$ cat src/rtl/ser_framer.sv
// Framing stage ahead of the serializer: emits SYNC plus FRAME_LEN payload slots,
// one word every WIDTH enabled clocks, padding empty payload slots with IDLE_WORD.
module ser_framer #(
  parameter int              WIDTH      = 8,
  parameter int              FRAME_LEN  = 16,
  parameter int              FIFO_DEPTH = 4,
  parameter logic [WIDTH-1:0] SYNC_WORD = WIDTH'(8'hBC),
  parameter logic [WIDTH-1:0] IDLE_WORD = WIDTH'(8'h1C)
) (
  input  logic                               clock,
  input  logic                               reset,
  input  logic                               enable,
  input  logic [WIDTH-1:0]                   in_data,
  input  logic                               in_valid,
  output logic                               in_ready,
  output logic                               load,
  output logic [WIDTH-1:0]                   dout,
  output logic                               frame_start,
  output logic                               idle_ins,
  output logic [$clog2(FIFO_DEPTH+1)-1:0]    fifo_level
);

  localparam int SW = (WIDTH > 1) ? $clog2(WIDTH) : 1;
  localparam int PW = $clog2(FRAME_LEN + 1);
  localparam int AW = $clog2(FIFO_DEPTH);
  localparam int LW = $clog2(FIFO_DEPTH + 1);

  typedef enum logic {ST_SYNC, ST_PAYLOAD} state_t;

  state_t            state;
  logic [SW-1:0]     slot_cnt;
  logic [PW-1:0]     payload_cnt;
  logic [WIDTH-1:0]  mem [FIFO_DEPTH];
  logic [AW-1:0]     wr_ptr;
  logic [AW-1:0]     rd_ptr;
  logic [LW-1:0]     level_next;
  logic              slot;
  logic              push;
  logic              pop;

  assign slot = enable && (slot_cnt == SW'(WIDTH - 1));
  assign push = in_valid && in_ready;
  // Pop decisions use the registered level, so a same-cycle push is never eligible.
  assign pop  = slot && (state == ST_PAYLOAD) && (fifo_level != '0);

  // NOTE: every variable assigned in always_comb gets a default first, so no latch is inferred.
  always_comb begin
    level_next = fifo_level;
    if (push && !pop)
      level_next = fifo_level + LW'(1);
    else if (pop && !push)
      level_next = fifo_level - LW'(1);
  end

  // NOTE: storage is deliberately left out of reset; the pointers and level alone say what is valid.
  always_ff @(posedge clock) begin
    if (push)
      mem[wr_ptr] <= in_data;
  end

  always_ff @(posedge clock) begin
    if (reset) begin
      state       <= ST_SYNC;
      slot_cnt    <= '0;
      payload_cnt <= '0;
      wr_ptr      <= '0;
      rd_ptr      <= '0;
      fifo_level  <= '0;
      in_ready    <= 1'b0;
      load        <= 1'b0;
      dout        <= '0;
      frame_start <= 1'b0;
      idle_ins    <= 1'b0;
    end else begin
      fifo_level  <= level_next;
      in_ready    <= (level_next < LW'(FIFO_DEPTH));
      if (push)
        wr_ptr <= wr_ptr + AW'(1);
      if (pop)
        rd_ptr <= rd_ptr + AW'(1);

      load        <= slot;
      frame_start <= 1'b0;
      idle_ins    <= 1'b0;

      if (enable)
        slot_cnt <= slot ? '0 : slot_cnt + SW'(1);

      if (slot) begin
        case (state)
          ST_SYNC: begin
            dout        <= SYNC_WORD;
            frame_start <= 1'b1;
            payload_cnt <= '0;
            state       <= ST_PAYLOAD;
          end
          ST_PAYLOAD: begin
            if (fifo_level != '0) begin
              dout <= mem[rd_ptr];
            end else begin
              dout     <= IDLE_WORD;
              idle_ins <= 1'b1;
            end
            // Idle slots count toward the frame, keeping the frame length fixed.
            if (payload_cnt == PW'(FRAME_LEN - 1))
              state <= ST_SYNC;
            else
              payload_cnt <= payload_cnt + PW'(1);
          end
          default: state <= ST_SYNC;
        endcase
      end
    end
  end

endmodule
$ cat config.mk
export PLATFORM = sky130hd
export DESIGN_NAME = ser_framer
export DESIGN_NICKNAME = d
export VERILOG_FILES = /design/src/rtl/ser_framer.sv
export SDC_FILE = /design/constraint.sdc
export NUM_CORES = 1
export LEC_CHECK = 0
export CORE_MARGIN = 10
export CORE_UTILIZATION = 45
export CTS_BUF_LIST = sky130_fd_sc_hd__clkbuf_8 sky130_fd_sc_hd__clkbuf_16
export DETAILED_ROUTE_END_ITERATION = 16
export HOLD_SLACK_MARGIN = 0.08
export MAX_ROUTING_LAYER = met4
export PLACE_DENSITY = 0.66
export SLEW_MARGIN = 20
export SYNTH_ARGS = -nofsm -noshare
export SYNTH_HDL_FRONTEND = slang
export SYNTH_SLANG_ARGS = --single-unit
$ cat constraint.sdc
create_clock -name clock -period 3.61 [get_ports clock]
set_clock_uncertainty 0.15 [all_clocks]
set_input_delay 0.722 -clock clock [delete_from_list [all_inputs] [get_ports clock]]
set_output_delay 0.722 -clock clock [all_outputs]
set_load 0.1 [all_outputs]
==> qor.yml <==
synth_top_family_by_area: "simple AND/OR/NAND/NOR gates"
path_cells: "clkdlybuf4s50_1"
p_leak_uw: 0.001148
ant_nets: 0
syn_area_per_cell_sq_um: 13.26
worst_ep_arrival_time_ns: 1.82
synth_area_leaders: "edfxtp_1 (38%), dfxtp_1 (24%), mux4_2 (7.1%)"
hp-start: "slot_cnt[2]$_SDFFE_PP0P_"
maxSlewViolCount: 0
nNetsFinal: 249
hold_viol: 0
core_sq_um: 5507
worstReg2RegStart: "slot_cnt[0]$_SDFFE_PP0P_"
hpwlAfterDp_mm: 3.147
hold_depth: 2
min_period_ns: 2.695
outcome: "finished, final reports clean"
cp-end-kind: "output port"
cp_data_required_time_ns: 2.74
fmax_mhz: 371.1
cts_resized: 0
grt_usage_pct: 11.68
cts_made_buffers: 9
dieWidth_um: 95.22
max-cap-violations: 0
syn_nets: 217
setup_viol: 0
worstMarginPinSlew_ns: 0.9766
synthXorXnorAreaFrac_pct: 0.3440
path_delay_family: "buffers and inverters"
crit_path_start_kind: "flop"
dr.pass1.iters: 4
drt_iter0_markers: 81
drive_gt1_share_pct: 15.28
grt_pass1_vias: 1586
io_buffer_count: 26
r2r_cells: 8
wl_mm: 4.522
clk_latency_ns: 0.33
timing.rr.end: "in_ready$_SDFF_PP0_"
power_uw: 1534
ys_warn_count: 0
synth_compound_area_share_pct: 8.501
rows: 27
final_util_pct: 55.94
path_class: "flop to output port"
synth-simple-area-share_pct: 11.84
totalNegativeSetupSlack_ns: 0
synth-adder-area-share_pct: 6.388
grt_pass1_wl_mm: 7.852
power.density_nw_per_um2: 497.9
synth_top_area_cell: "edfxtp_1"
max-slew-margin-rel_pct: 34.69
gp_congestion: 0.7748
insertedDiodeCount: 0
post_cts.repair.setup_buffers: 0
syn2layout_area_growth_pct: 20.98
synth_area_sq_um: 2546
max_stage_delay_ns: 1.14
synth_cells: 192
die_area_sq_um: 9067
crit_path_max_fanout: 2
crit_buf_inv: 1
dieHeight_um: 95.22
antenna_found_initial: 0
cts-root-buf: "clkbuf_8"
vdd_drop_max_mv: 0.3200
path_clk_slew_ns: 0.06
seq_area_frac_synth_pct: 61.33
worstHoldEndpoint: "slot_cnt[2]$_SDFFE_PP0P_"
initial_core_util_pct: 46.24
synthMuxAreaShare_pct: 8.649
grt.overflow.total: 0
slowest_stage: "clkdlybuf4s50_1"
cts_hold_buf: 0
placed_area_sq_um: 2850
ys_ff_latch: 62
cts_tree: "yes"
grt_max_degree: 21
rsz0062_at_grt: "no"
clock-sinks: 62
ys_types: 34
synth_top_area_share_pct: 37.74
drc: 0
num_vias: 1572
finalCritPeriodShare_pct: 74.65
io_pins: 27
cts_buffer_depth: 2
wire_per_inst_um: 15.02
ff2ff_setup_slack_ns: 1.14
final_cell_area_sq_um: 3080
htreeDepth: 3
vias_per_cell: 5.223
hold_path.class: "flop to flop"
[cells in the final DEF (no fill, tap or decap), types with 3 or more instances in the layout]
cell type / n
a32oi_1: 3
nand2_1: 7
clkdlybuf4s50_1: 18
o221a_2: 3
dfxtp_1: 30
o21ai_0: 10
and3_1: 7
bufinv_16: 3
a211oi_1: 3
a21oi_1: 11
ha_1: 13
edfxtp_1: 32
nand3_1: 6
buf_4: 10
and2_1: 3
mux2i_1: 4
clkbuf_8: 9
nor2_1: 13
nand2b_1: 3
mux4_2: 8
inv_1: 10
and3b_1: 3
[final cells by class]
class,instances,area (sq um)
fill,472,2426
timing repair buffer,28,255.2
inverter,9,33.78
clock inverter,7,106.4
multi-input combinational,114,909.6
clock buffer,9,123.9
sequential,62,1562
tap,72,90.09
[synthesized netlist by cell type (all sizes together)]
master and n:
a211oi 3, a21oi 11, a22oi 1, a31oi 1, a32oi 3, and2 3, and3 7, and3b 3
buf 3, clkbuf 4, clkinv 1, dfxtp 30, edfxtp 32, ha 13, inv 8, mux2i 4
mux4 8, nand2 7, nand2b 3, nand3 7, nand3b 2, nand4b 2, nor2 13, nor2b 2
nor3 1, nor3b 2, o21ai 10, o221a 3, o31ai 2, or3 1, or4 1, xnor2 1
[how the worst max path moves through the flow]
stage,depth (start not counted),from,slack (ns),endpoint
3_5_place_dp,7,enable,0.83,in_ready$_SDFF_PP0_
5_1_grt,1,dout[3]$_SDFFE_PP0N_,0.87,dout[3]
6_report,1,dout[7]$_SDFFE_PP0N_,0.92,dout[7]
3_3_place_gp,7,enable,0.88,in_ready$_SDFF_PP0_
4_1_cts,1,dout[3]$_SDFFE_PP0N_,0.90,dout[3]
2_1_floorplan,8,fifo_level[0]$_SDFFE_PP0P_,0.87,in_ready$_SDFF_PP0_
[state kept, by name (all words and copies together), names as in the netlist, named ones only]
register,count
dout,8
state,1
load,1
fifo_level,2
in_ready,1
rd_ptr,2
idle_ins,1
mem,32
frame_start,1
slot_cnt,3
wr_ptr,2
payload_cnt,5
[power breakdown]
group / internal (uW) / total (uW) / switching [uW]
Sequential: 754 / 760 / 5.99
Combinational: 29.1 / 73.7 / 44.5
Clock: 450 / 700 / 251
Total: 1230 / 1530 / 301
[stage by stage]
stage               hold WS, ns  setup slack (ns)  cells
global placement         0.3111            0.8757    285
finish                   0.3258            0.9150    301
floorplan                0.2995            0.8727    192
CTS                      0.3324            0.8954    301
detailed placement       0.3240            0.8333    285
global route             0.3431            0.8694    301
[logic make-up after synthesis]
| group | after synthesis |
|---|---|
| flops | 62 |
| simple gates | 54 |
| compound gates | 34 |
| buf+inv | 16 |
| fa+ha+maj | 13 |
| mux | 12 |
| xor+xnor | 1 |
[metal layers]
layer,part of all wire (%),GRT usage [%]
met5,0,-
met4,0.42,2.618
met3,4.4,5.499
met2,50,18.64
met1,45,13.07
[worst reg2reg max path: cells and delay by family, from the launching register on]
family / cells / cell delay [ns]
AND/OR/NAND/NOR: 4 / 1.04
adder cells (fa/ha/maj): 3 / 0.76
flip-flops: 1 / 0.32
AO/OA/AOI/OAI: 1 / 0.15
Note: power is estimated with default switching activity, not from simulation.
